<file path="src/rtl/mem_port_arbiter_if.sv">
// Signal bundle between the fetch/data requesters, the arbiter and the split instruction/data memory slaves.
// master = arbiter view (drives grants, responses and the bus); slave = requester/memory environment view.
interface mem_port_arbiter_if;
    logic        i_req;
    logic [31:0] i_addr;
    logic        i_gnt;
    logic        i_rvalid;
    logic [31:0] i_rdata;
    logic        i_err;

    logic        d_req;
    logic        d_we;
    logic [31:0] d_addr;
    logic [31:0] d_wdata;
    logic [2:0]  d_size;
    logic        d_signed;
    logic        d_gnt;
    logic        d_rvalid;
    logic [31:0] d_rdata;
    logic        d_err;

    logic        HSEL1;
    logic        HSEL2;
    logic [31:0] haddr;
    logic        hwrite;
    logic [31:0] hwdata;
    logic [2:0]  hsize;
    logic        is_signed;
    logic [3:0]  hprot;
    logic [31:0] instruction;
    logic [31:0] load_out;
    logic        hready_inst;
    logic        hready_data;
    logic        hresp_inst;
    logic        hresp_data;

    modport master (
        input  i_req, i_addr, d_req, d_we, d_addr, d_wdata, d_size, d_signed,
        input  instruction, load_out, hready_inst, hready_data, hresp_inst, hresp_data,
        output i_gnt, i_rvalid, i_rdata, i_err, d_gnt, d_rvalid, d_rdata, d_err,
        output HSEL1, HSEL2, haddr, hwrite, hwdata, hsize, is_signed, hprot
    );

    modport slave (
        output i_req, i_addr, d_req, d_we, d_addr, d_wdata, d_size, d_signed,
        output instruction, load_out, hready_inst, hready_data, hresp_inst, hresp_data,
        input  i_gnt, i_rvalid, i_rdata, i_err, d_gnt, d_rvalid, d_rdata, d_err,
        input  HSEL1, HSEL2, haddr, hwrite, hwdata, hsize, is_signed, hprot
    );
endinterface

</file>
<file path="src/rtl/mem_port_arbiter.sv">
// Fetch/data port arbiter onto split ROM/RAM buses, one transaction in flight; gnt at N, rvalid at N+2.
// Requesters hold req until gnt; each low hready cycle of the selected slave stretches the data phase by one.
module mem_port_arbiter #(
    parameter logic [3:0] ROM_NIB      = 4'h0,
    parameter logic [3:0] RAM_NIB      = 4'h1,
    parameter int         STARVE_LIMIT = 4
) (
    input  logic              clk,
    input  logic              reset,
    mem_port_arbiter_if.master bus
);
    localparam int STARVE_W = (STARVE_LIMIT < 1) ? 1 : $clog2(STARVE_LIMIT + 1);
    localparam logic [STARVE_W-1:0] STARVE_MAX = STARVE_W'(STARVE_LIMIT);

    typedef enum logic [1:0] {IDLE, ADDR, DATA} state_t;
    state_t state, state_nxt;

    logic [STARVE_W-1:0] starve_cnt;
    logic                owner_d;
    logic                dec_err;
    logic                is_store;
    logic                hsel1_q, hsel2_q, hwrite_q, is_signed_q;
    logic [31:0]         haddr_q, hwdata_q;
    logic [2:0]          hsize_q;
    logic [3:0]          hprot_q;
    logic [31:0]         i_rdata_q, d_rdata_q;

    logic                fetch_wins, grant_i, grant_d, addr_err, done;
    logic                slv_ready, slv_resp, sel_err;
    logic [31:0]         sel_addr, rd_now;
    logic [3:0]          sel_nib;

    assign fetch_wins = bus.i_req && (!bus.d_req || (starve_cnt >= STARVE_MAX));
    assign sel_addr   = fetch_wins ? bus.i_addr : bus.d_addr;
    assign sel_nib    = sel_addr[31:28];
    // Fetches may only hit ROM; data may load from either memory but store only to RAM.
    assign sel_err    = fetch_wins ? (sel_nib != ROM_NIB)
                                   : !((sel_nib == RAM_NIB) || ((sel_nib == ROM_NIB) && !bus.d_we));

    assign slv_ready  = hsel1_q ? bus.hready_inst : bus.hready_data;
    assign slv_resp   = hsel1_q ? bus.hresp_inst  : bus.hresp_data;
    assign rd_now     = is_store ? 32'h0 : (hsel1_q ? bus.instruction : bus.load_out);

    always_ff @(posedge clk) begin
        if (reset) state <= IDLE;
        else       state <= state_nxt;
    end

    // Reset gates every pulse so an aborted transaction never reports a response.
    always_comb begin
        state_nxt = state;
        grant_i   = 1'b0;
        grant_d   = 1'b0;
        addr_err  = 1'b0;
        done      = 1'b0;
        if (!reset) begin
            case (state)
                IDLE: begin
                    if (bus.i_req || bus.d_req) begin
                        state_nxt = ADDR;
                        grant_i   = fetch_wins;
                        grant_d   = !fetch_wins;
                    end
                end
                ADDR: begin
                    addr_err  = dec_err;
                    state_nxt = dec_err ? IDLE : DATA;
                end
                DATA: begin
                    if (slv_ready) begin
                        done      = 1'b1;
                        state_nxt = IDLE;
                    end
                end
                default: state_nxt = IDLE;
            endcase
        end
    end

    always_ff @(posedge clk) begin
        if (reset) begin
            starve_cnt  <= '0;
            owner_d     <= 1'b0;
            dec_err     <= 1'b0;
            is_store    <= 1'b0;
            hsel1_q     <= 1'b0;
            hsel2_q     <= 1'b0;
            hwrite_q    <= 1'b0;
            is_signed_q <= 1'b0;
            haddr_q     <= '0;
            hwdata_q    <= '0;
            hsize_q     <= '0;
            hprot_q     <= '0;
            i_rdata_q   <= '0;
            d_rdata_q   <= '0;
        end else begin
            if (grant_i || grant_d) begin
                owner_d     <= grant_d;
                dec_err     <= sel_err;
                is_store    <= grant_d && bus.d_we;
                hsel1_q     <= !sel_err && (sel_nib == ROM_NIB);
                hsel2_q     <= !sel_err && (sel_nib == RAM_NIB);
                haddr_q     <= sel_addr;
                hwrite_q    <= grant_d && bus.d_we;
                hwdata_q    <= (grant_d && bus.d_we) ? bus.d_wdata : 32'h0;
                hsize_q     <= grant_d ? bus.d_size : 3'b010;
                is_signed_q <= grant_d && bus.d_signed;
                hprot_q     <= {3'b000, grant_d};
            end else if (addr_err || done) begin
                hsel1_q     <= 1'b0;
                hsel2_q     <= 1'b0;
                hwrite_q    <= 1'b0;
                is_signed_q <= 1'b0;
                haddr_q     <= '0;
                hwdata_q    <= '0;
                hsize_q     <= '0;
                hprot_q     <= '0;
            end

            if (done && !owner_d) i_rdata_q <= rd_now;
            if (done &&  owner_d) d_rdata_q <= rd_now;

            if (state == IDLE) begin
                if (!bus.i_req || grant_i)     starve_cnt <= '0;
                else if (starve_cnt < STARVE_MAX) starve_cnt <= starve_cnt + STARVE_W'(1);
            end
        end
    end

    assign bus.i_gnt     = grant_i;
    assign bus.d_gnt     = grant_d;
    assign bus.i_rvalid  = done && !owner_d;
    assign bus.d_rvalid  = done &&  owner_d;
    assign bus.i_err     = !owner_d && (addr_err || (done && slv_resp));
    assign bus.d_err     =  owner_d && (addr_err || (done && slv_resp));
    assign bus.i_rdata   = (done && !owner_d) ? rd_now : i_rdata_q;
    assign bus.d_rdata   = (done &&  owner_d) ? rd_now : d_rdata_q;

    assign bus.HSEL1     = hsel1_q;
    assign bus.HSEL2     = hsel2_q;
    assign bus.haddr     = haddr_q;
    assign bus.hwrite    = hwrite_q;
    assign bus.hwdata    = hwdata_q;
    assign bus.hsize     = hsize_q;
    assign bus.is_signed = is_signed_q;
    assign bus.hprot     = hprot_q;
endmodule

</file>
<file path="src/flat_wrapper.sv">
// flat-port wrapper written by rule: the top's interface ports become plain ports
module mem_port_arbiter_flat 
#(
    parameter logic [3:0] ROM_NIB      = 4'h0,
    parameter logic [3:0] RAM_NIB      = 4'h1,
    parameter int         STARVE_LIMIT = 4
)
  (clk, reset, bus_i_req, bus_i_addr, bus_d_req, bus_d_we, bus_d_addr, bus_d_wdata, bus_d_size, bus_d_signed, bus_instruction, bus_load_out, bus_hready_inst, bus_hready_data, bus_hresp_inst, bus_hresp_data, bus_i_gnt, bus_i_rvalid, bus_i_rdata, bus_i_err, bus_d_gnt, bus_d_rvalid, bus_d_rdata, bus_d_err, bus_HSEL1, bus_HSEL2, bus_haddr, bus_hwrite, bus_hwdata, bus_hsize, bus_is_signed, bus_hprot);
  mem_port_arbiter_if bus_i ();
  input  logic clk;
  input  logic reset;
  input wire logic [$bits(bus_i.i_req)-1:0] bus_i_req;
  input wire logic [$bits(bus_i.i_addr)-1:0] bus_i_addr;
  input wire logic [$bits(bus_i.d_req)-1:0] bus_d_req;
  input wire logic [$bits(bus_i.d_we)-1:0] bus_d_we;
  input wire logic [$bits(bus_i.d_addr)-1:0] bus_d_addr;
  input wire logic [$bits(bus_i.d_wdata)-1:0] bus_d_wdata;
  input wire logic [$bits(bus_i.d_size)-1:0] bus_d_size;
  input wire logic [$bits(bus_i.d_signed)-1:0] bus_d_signed;
  input wire logic [$bits(bus_i.instruction)-1:0] bus_instruction;
  input wire logic [$bits(bus_i.load_out)-1:0] bus_load_out;
  input wire logic [$bits(bus_i.hready_inst)-1:0] bus_hready_inst;
  input wire logic [$bits(bus_i.hready_data)-1:0] bus_hready_data;
  input wire logic [$bits(bus_i.hresp_inst)-1:0] bus_hresp_inst;
  input wire logic [$bits(bus_i.hresp_data)-1:0] bus_hresp_data;
  output wire logic [$bits(bus_i.i_gnt)-1:0] bus_i_gnt;
  output wire logic [$bits(bus_i.i_rvalid)-1:0] bus_i_rvalid;
  output wire logic [$bits(bus_i.i_rdata)-1:0] bus_i_rdata;
  output wire logic [$bits(bus_i.i_err)-1:0] bus_i_err;
  output wire logic [$bits(bus_i.d_gnt)-1:0] bus_d_gnt;
  output wire logic [$bits(bus_i.d_rvalid)-1:0] bus_d_rvalid;
  output wire logic [$bits(bus_i.d_rdata)-1:0] bus_d_rdata;
  output wire logic [$bits(bus_i.d_err)-1:0] bus_d_err;
  output wire logic [$bits(bus_i.HSEL1)-1:0] bus_HSEL1;
  output wire logic [$bits(bus_i.HSEL2)-1:0] bus_HSEL2;
  output wire logic [$bits(bus_i.haddr)-1:0] bus_haddr;
  output wire logic [$bits(bus_i.hwrite)-1:0] bus_hwrite;
  output wire logic [$bits(bus_i.hwdata)-1:0] bus_hwdata;
  output wire logic [$bits(bus_i.hsize)-1:0] bus_hsize;
  output wire logic [$bits(bus_i.is_signed)-1:0] bus_is_signed;
  output wire logic [$bits(bus_i.hprot)-1:0] bus_hprot;
  assign bus_i.i_req = bus_i_req;
  assign bus_i.i_addr = bus_i_addr;
  assign bus_i.d_req = bus_d_req;
  assign bus_i.d_we = bus_d_we;
  assign bus_i.d_addr = bus_d_addr;
  assign bus_i.d_wdata = bus_d_wdata;
  assign bus_i.d_size = bus_d_size;
  assign bus_i.d_signed = bus_d_signed;
  assign bus_i.instruction = bus_instruction;
  assign bus_i.load_out = bus_load_out;
  assign bus_i.hready_inst = bus_hready_inst;
  assign bus_i.hready_data = bus_hready_data;
  assign bus_i.hresp_inst = bus_hresp_inst;
  assign bus_i.hresp_data = bus_hresp_data;
  assign bus_i_gnt = bus_i.i_gnt;
  assign bus_i_rvalid = bus_i.i_rvalid;
  assign bus_i_rdata = bus_i.i_rdata;
  assign bus_i_err = bus_i.i_err;
  assign bus_d_gnt = bus_i.d_gnt;
  assign bus_d_rvalid = bus_i.d_rvalid;
  assign bus_d_rdata = bus_i.d_rdata;
  assign bus_d_err = bus_i.d_err;
  assign bus_HSEL1 = bus_i.HSEL1;
  assign bus_HSEL2 = bus_i.HSEL2;
  assign bus_haddr = bus_i.haddr;
  assign bus_hwrite = bus_i.hwrite;
  assign bus_hwdata = bus_i.hwdata;
  assign bus_hsize = bus_i.hsize;
  assign bus_is_signed = bus_i.is_signed;
  assign bus_hprot = bus_i.hprot;
  mem_port_arbiter #(.ROM_NIB(ROM_NIB), .RAM_NIB(RAM_NIB), .STARVE_LIMIT(STARVE_LIMIT)) u_core (.clk(clk), .reset(reset), .bus(bus_i));
endmodule
</file>
<file path="config.mk">
export PLATFORM = sky130hd
export DESIGN_NAME = mem_port_arbiter_flat
export DESIGN_NICKNAME = d
export VERILOG_FILES = /design/src/rtl/mem_port_arbiter_if.sv /design/src/rtl/mem_port_arbiter.sv /design/src/flat_wrapper.sv
export SDC_FILE = /design/constraint.sdc
export NUM_CORES = 1
export LEC_CHECK = 0
export ABC_AREA = 1
export BUFFER_PORTS_ARGS = -buffer_cell sky130_fd_sc_hd__clkbuf_2
export CORE_MARGIN = 8
export CORE_UTILIZATION = 46
export DETAILED_ROUTE_END_ITERATION = 10
export HOLD_SLACK_MARGIN = 0.03
export PLACE_DENSITY = 0.78
export RECOVER_POWER = 100
export SKIP_LAST_GASP = 1
export SLEW_MARGIN = 15
export SYNTH_ARGS = -nofsm -noshare
export SYNTH_HDL_FRONTEND = slang
export SYNTH_SLANG_ARGS = --single-unit
export TNS_END_PERCENT = 1
</file>
<file path="constraint.sdc">
create_clock -name clk -period 1.9 [get_ports clk]
set_clock_uncertainty 0.05 [all_clocks]
set_input_delay 0.38 -clock clk [delete_from_list [all_inputs] [get_ports clk]]
set_output_delay 0.38 -clock clk [all_outputs]
set_load 0.01 [all_outputs]
</file>
After elaboration in Yosys (flattened, before gate mapping)
Index checks and enable logic that the tools add are counted.
- register bits: 144
- input port bits: 173
- word-level logic and storage cells: 94
- add/subtract/negate cells: 1
- order comparisons: 2
- equality and inequality tests: 5
- multiplexer cells: 39
- reductions and logical operators: 32
- operator list (kind ; number):
    32-bit two-way mux ; 9
    1-bit two-way mux ; 21
    3-bit two-way mux ; 5
    1-bit logical AND ; 11
    1-bit zero test ; 7
    1-bit logical OR ; 7
    2-bit two-way mux ; 3
    2-bit one-hot mux with 3 select lines ; 1
    4-bit by 1-bit == test with 1-bit output, second input constant ; 1
    4-bit zero test ; 1
    2-bit by 1-bit != test with 1-bit output, second input constant ; 2
    2-bit AND reduction ; 2
    2-bit nonzero test ; 2
    4-bit nonzero test ; 1
    3-bit by 1-bit adder with 3-bit output, second input constant ; 1
    3-bit >= comparator, second input constant ; 1
    3-bit < comparator, second input constant ; 1
    2-bit by 1-bit == test with 1-bit output, second input constant ; 1
    2-bit == test, second input constant ; 1
    2-bit zero test ; 1

Longest topological paths before layout
Gate-level depths: netlist (run 1).
- depth after elaboration: 12
- mapped depth: 11
- gate-level depth less buffers: 10

Worst setup path after synthesis (run 1)
No wires, ideal clock.
- path type: register to output
- start: register u_core.hsel1_q, in the netlist u_core.bus.HSEL1
- end: output port bus_i_rdata[4]
- data arrival time: 1.413 ns
- required time: 1.470 ns
- setup slack: 0.057 ns
- stages on the path, launching flop included: 12
- path buffers: 3
- cells stage by stage: dfxtp_1 buf_4 inv_4 nand2_1 nand2_1 nand4_2 nor2_2 buf_4 buf_6 nand2_1 o21ai_0 inv_1
- longest elaborated chain between the ends: 6
- elaborated cells between the ends (all ways): 8
- those cells by class: mux: 7; reduce/logical: 1
- RTL lines (element ; RTL line ; text):
    start: declaration ; mem_port_arbiter.sv:22 ; logic hsel1_q, hsel2_q, hwrite_q, is_signed_q;
    start signal: assignment ; mem_port_arbiter.sv:101 ; hsel1_q <= !sel_err && (sel_nib == ROM_NIB);
    1-bit two-way mux ; mem_port_arbiter.sv:40 ; assign slv_ready = hsel1_q ? bus.hready_inst : bus.hready_data;
    1-bit two-way mux ; mem_port_arbiter.sv:70 ; if (slv_ready) begin
    1-bit two-way mux ; mem_port_arbiter.sv:57 ; case (state)
    1-bit two-way mux ; mem_port_arbiter.sv:56 ; if (!reset) begin
    1-bit logical AND ; mem_port_arbiter.sv:136 ; assign bus.i_rdata = (done && !owner_d) ? rd_now : i_rdata_q;
    32-bit two-way mux * ; -- ;
    end: declaration ; flat_wrapper.sv:28 ; output wire logic [$bits(bus_i.i_rdata)-1:0] bus_i_rdata;
Mark *: on every way between the ends. The rest lies on a longest branch, timed or not.

Worst setup path in the final report (run 1)
- start: register u_core.hsel1_q, in the netlist u_core.bus.HSEL1
- end: output port bus_i_rdata[14]
Same word-level chain as after synthesis.

==> results of run 1 <==
[cells in the mapped netlist (all sizes together) (2+ instances only)]
cell | number | area (um^2)
nor2 | 205 | 794.5
nand2 | 203 | 764.5
dfxtp | 144 | 2883
o21ai | 126 | 630.6
inv | 83 | 314.1
a21oi | 75 | 375.4
buf | 37 | 294.0
clkbuf | 29 | 108.9
nand3 | 10 | 50.05
nand3b | 3 | 22.52
nand4 | 2 | 18.77
nor3 | 2 | 10.01
[logic make-up (layout without fill, tap and decap cells)]
kind of cell,Yosys count,count (layout),share of synthesized area
flip-flops,144,144,0.4578
buffers and inverters,149,540,0.1138
other,1,3,0.0005955
adder cells (fa/ha/maj),1,1,0.001987
AO/OA/AOI/OAI,202,202,0.1607
XOR/XNOR,1,1,0.001391
AND/OR/NAND/NOR,425,425,0.2637
[final timing paths]
path / start / endpoint / slack, ns
min reg2reg: u_core.bus.haddr[20]$_SDFFE_PP0P_ / u_core.bus.haddr[20]$_SDFFE_PP0P_ / 0.41
max: u_core.bus.HSEL1$_SDFFE_PP0P_ / bus_i_rdata[14] / -0.49
max reg2reg: u_core.state[1]$_SDFFE_PP0P_ / u_core.bus.hwdata[14]$_SDFFE_PP0P_ / 0.09
min: bus_d_wdata[27] / u_core.bus.hwdata[27]$_SDFFE_PP0P_ / 0.15
[registers in the layout, indices dropped and copies added, names as in the netlist]
signal / cells
u_core.bus.hsize: 3
u_core.dec_err: 1
u_core.bus.hprot: 1
u_core.bus.hwrite: 1
u_core.bus.haddr: 32
u_core.state: 2
u_core.bus.HSEL1: 1
u_core.is_store: 1
u_core.i_rdata_q: 32
u_core.bus.is_signed: 1
u_core.d_rdata_q: 32
u_core.starve_cnt: 3
u_core.bus.HSEL2: 1
u_core.bus.hwdata: 32
u_core.owner_d: 1
[cell type report]
cell class / count / area (um^2) / area share
multi-input cells: 632 / 2963 / 0.3087
clock inverters: 13 / 185.2 / 0.01929
repair buffers: 425 / 2587 / 0.2696
well taps: 176 / 220.2 / 0.02294
inverters: 83 / 314.1 / 0.03272
clock buffers: 19 / 442.9 / 0.04614
flip-flops and latches: 144 / 2887 / 0.3007
[per-stage QoR]
stage	TNS [ns]	instances	hold WS, ns
floorplan	0	925	0.4070
global placement	-7.939	1443	0.3963
detailed placement	-9.475	1443	0.4041
CTS	-31.48	1478	0.1267
global route	-34.84	1492	0.1323
finish	-27.29	1492	0.1461
[worst max-delay path, stage by stage (launching register included)]
cell and delay (ns):
dfxtp_4 0.37, inv_4 0.08, nand2_4 0.05, nand2_4 0.08, nand4_4 0.12, nor2_4 0.13
buf_12 0.14, clkbuf_16 0.15, nand2_1 0.05, o21ai_1 0.15, inv_1 0.08, clkbuf_2 0.14
[per-layer routing]
| metal | GRT usage | share of wire | vias up |
|---|---|---|---|
| met3 | 0.1022 | 0.10 | 28 |
| met4 | 0.07886 | 0.019 | 0 |
| met2 | 0.4070 | 0.50 | 313 |
| met1 | 0.2509 | 0.38 | 3280 |
| li1 | - | - | 3638 |
| met5 | 0 | 0 | - |
[timing repair]
action | 4_1_cts | 5_1_grt
hold buffers | 0 | 0
buffers inserted | 2 | 9
pin swaps | 2 | 3
endpoints found under the setup margin | 69 | 75
cloned | 1 | 6
resized for setup | 8 | 111
[power by group through the flow]
stage / sequential [W] / clock, W / combinational [W]
floorplan: 0.00329 / 0 / 0.000520
detailed placement: 0.00326 / 0 / 0.00106
global route: 0.00321 / 0.00372 / 0.00120
CTS: 0.00320 / 0.00358 / 0.00107
global placement: 0.00326 / 0 / 0.00105
finish: 0.00320 / 0.00353 / 0.00108
==> metrics.yaml, run 1 <==
status: "finished with violations"
violations: "negative setup slack"
synth_edf_count: 0
first_pass_iters: 7
p_per_area_mw_per_mm2: 813.7
num_vias: 7259
core_mm2: 0.01330
p_leak_nw: 4.877
relSlewSlack: 0.4058
antenna_found_initial: 0
slew_viol_final: 0
finalPower_w: 0.007811
design_area_mm2: 0.009599
yosys_most_used_dff: "dfxtp_1"
crit_arrival_ns: 1.96
fin_nets: 1477
syn_inst: 923
die_w_um: 133.0
worst-setup-path-type: "reg -> out"
ys_seq_area_frac: 0.4578
num_io_pins: 318
start_kind: "register"
synth_area_mm2: 0.006297
numPortBuffers: 314
switchingPower_w: 0.001980
drt_wl_total_um: 22860
sw_frac_of_total: 0.2535
p_int_w: 0.005831
async_reset_ff_frac: 0
cts_made_buffers: 17
final_common_cell: "clkbuf_2"
worstPathRequired_ns: 1.47
critPathMaxFanout: 10
cts_max_level: 4
grt_pass1_vias: 6841
fin_crit_ns: 2.389
gp_congestion: 0.8600
routedWlPerCell_um: 15.32
grt_remaining_overflow: 0
hold_depth: 3
seqPwrFrac: 0.410
vias_per_cell: 4.865
finalCritPeriodShare: 1.257
start_util: 0.4736
rsz0062_at_grt: "true"
grt_max_degree: 86
final_core_util: 0.7220
die-area_mm2: 0.01769
final-setup-viol-count: 70
ys_types: 25
ys_ff_latch: 144
syn_avg_cell_area_um2: 6.823
setup_slack_ns: -0.4886
worst_skew_pair.late_latency_ns: 0.41
comb_power_share: 0.139
hold_violations: 0
area.growth.synth_to_final_pct: 52.43
grt_usage: 0.2353
drc: 0
cts_tree: "yes"
cts_max_path_buffers: 2
dpl.hpwl_um: 16070
maxCapViolCount: 0
pre_cts_ws_ns: -0.1895
worst_ir_drop_vdd_v: 0.0006701
yosys_warnings: 0
root_buffer: "clkbuf_16"
clkPwrFrac: 0.452
cts_sinks: 144
grt_pass1_wl_um: 33890
cp-end-kind: "output pin"
hold_class: "in -> reg"
clkSlewWorstSetupHoldPaths_ns: 0.06
max_freq_ghz: 0.4187
worst_pin_slew_ns: 0.8913
antenna_cells: 0
reg2regPathDepth: 8
rows: 42
die_h_um: 133.0
drt_iter0_drc: 482
drtAntennaViolNets: 0
nFillCells: 1121
drive_gt1_frac: 0.3488
final_cell_mix: "clkbuf_2, nor2_1, nand2_1"
placed_area_mm2: 0.008499
Power figures use the tool's default switching activity.
==> run 2, diff against run 1 <==
Settings changed: CORE_ASPECT_RATIO set to 1.1, GPL_ROUTABILITY_DRIVEN set to 0.
==> metrics.yaml, run 2 (synthesis results as in run 1) <==
cts_max_path_buffers: 2
die_h_um: 138.7
crit_arrival_ns: 1.96
drive_gt1_frac: 0.3412
num_vias: 7324
maxCapViolCount: 0
slew_viol_final: 0
finalPower_w: 0.007833
clkSlewWorstSetupHoldPaths_ns: 0.06
grt_usage: 0.2378
area.growth.synth_to_final_pct: 52.61
holdWs_ns: 0.1413
max_freq_ghz: 0.4182
rsz0062_at_grt: "true"
start_kind: "register"
worst-setup-path-type: "reg -> out"
antenna_found_initial: 0
numPortBuffers: 314
p_per_area_mw_per_mm2: 815.0
first_pass_iters: 4
final_common_cell: "clkbuf_2"
start_util: 0.4641
routedWlPerCell_um: 15.55
critPathMaxFanout: 11
dpl.hpwl_um: 15890
root_buffer: "clkbuf_16"
num_io_pins: 318
p_leak_nw: 4.868
grt_pass1_wl_um: 33780
grt_max_degree: 80
die_w_um: 127.6
drc: 0
die-area_mm2: 0.01769
relSlewSlack: 0.4295
setup_slack_ns: -0.4913
cp_common_cell: "nand2_2"
cts_made_buffers: 17
cts_max_level: 4
rows: 45
path_cells: "inv_4 -> nand2_2 -> nand2_2 -> nand4_4 -> nor2_4 -> buf_6 -> clkbuf_16 -> nand2_1 -> o21ai_2 -> inv_1 -> clkbuf_2"
final_cell_mix: "clkbuf_2, nor2_1, nand2_1"
fin_nets: 1476
finalCritPeriodShare: 1.259
grt_pass1_vias: 6877
cp-end-kind: "output pin"
nFillCells: 1135
worst_skew_pair.late_latency_ns: 0.42
cts_sinks: 144
core_mm2: 0.01357
worst_pin_slew_ns: 0.8557
violations: "negative setup slack"
hold_class: "in -> reg"
postCtsHoldBufs: 0
hold_violations: 0
grt_remaining_overflow: 0
antenna_cells: 0
status: "finished with violations"
critPathSlowestCell: "dfxtp_4"
cts_tree: "yes"
vias_per_cell: 4.879
cpPeakStageDelay_ns: 0.36
drt_iter0_drc: 521
fin_crit_ns: 2.391
worst_ir_drop_vdd_v: 0.0005508
drtAntennaViolNets: 0
pre_cts_ws_ns: -0.1648
drt_wl_total_um: 23340
worstPathRequired_ns: 1.47
final-setup-viol-count: 69
==> run 2: path summary, 6_finish.rpt <==
path | from | to | slack [ns] | cells past startpoint
hold reg to reg | u_core.bus.hwdata[5]$_SDFFE_PP0P_ | u_core.bus.hwdata[5]$_SDFFE_PP0P_ | 0.41 | 2
hold / removal | bus_d_wdata[8] | u_core.bus.hwdata[8]$_SDFFE_PP0P_ | 0.14 | 3
setup reg to reg | u_core.bus.HSEL1$_SDFFE_PP0P_ | u_core.d_rdata_q[21]$_SDFF_PP0_ | 0.16 | 12
setup / recovery | u_core.bus.HSEL1$_SDFFE_PP0P_ | bus_i_rdata[24] | -0.49 | 11
==> run 2: area by class of cell <==
cell class,count,area [um^2],area share
well taps,188,235.2,0.02448
clock buffers,19,432.9,0.04505
clock inverters,11,190.2,0.01979
flip-flops and latches,144,2887,0.3004
multi-input cells,632,2922,0.3040
inverters,83,314.1,0.03268
repair buffers,424,2630,0.2737
==> run 2: where the power goes <==
part           total, W  leakage [nW]  internal (W)  switching (W)
Sequential      0.00320          1.17       0.00313      0.0000656
Combinational   0.00107          3.40      0.000452       0.000615
Clock           0.00357         0.303       0.00231        0.00126
Total           0.00783          4.87       0.00590        0.00194
==> run 2: what timing repair did <==
item                                    in CTS  in global routing
buffers inserted                             1                  9
gates resized for setup                      8                 78
pin swaps                                    1                  3
cloned                                       2                  9
endpoints found under the setup margin      69                 71
==> run 2: routing by layer <==
metal | vias to the layer above | wire, um | GRT usage
li1 | 3637 | - | -
met1 | 3269 | 8753 | 0.2542
met2 | 354 | 11200 | 0.3914
met3 | 64 | 2484 | 0.1065
met4 | 0 | 900 | 0.1147
met5 | - | 0 | 0
==> run 2: stage by stage <==
step | instances | util | setup TNS, ns | cell area, um^2
global route | 1501 | 0.7083 | -34.82 | 9610
finish | 1501 | 0.7083 | -26.54 | 9610
CTS | 1483 | 0.6785 | -27.86 | 9206
detailed placement | 1450 | 0.6256 | -8.053 | 8489
global placement | 1450 | 0.6256 | -5.750 | 8489
floorplan | 925 | - | 0 | 6305
==> run 2: critical path: cells and delay by family, from the launching register on <==
kind | cells | cell delay, ns
AND/OR/NAND/NOR | 5 | 0.51
flip-flops | 1 | 0.36
AO/OA/AOI/OAI | 1 | 0.11
buffers and inverters | 5 | 0.58
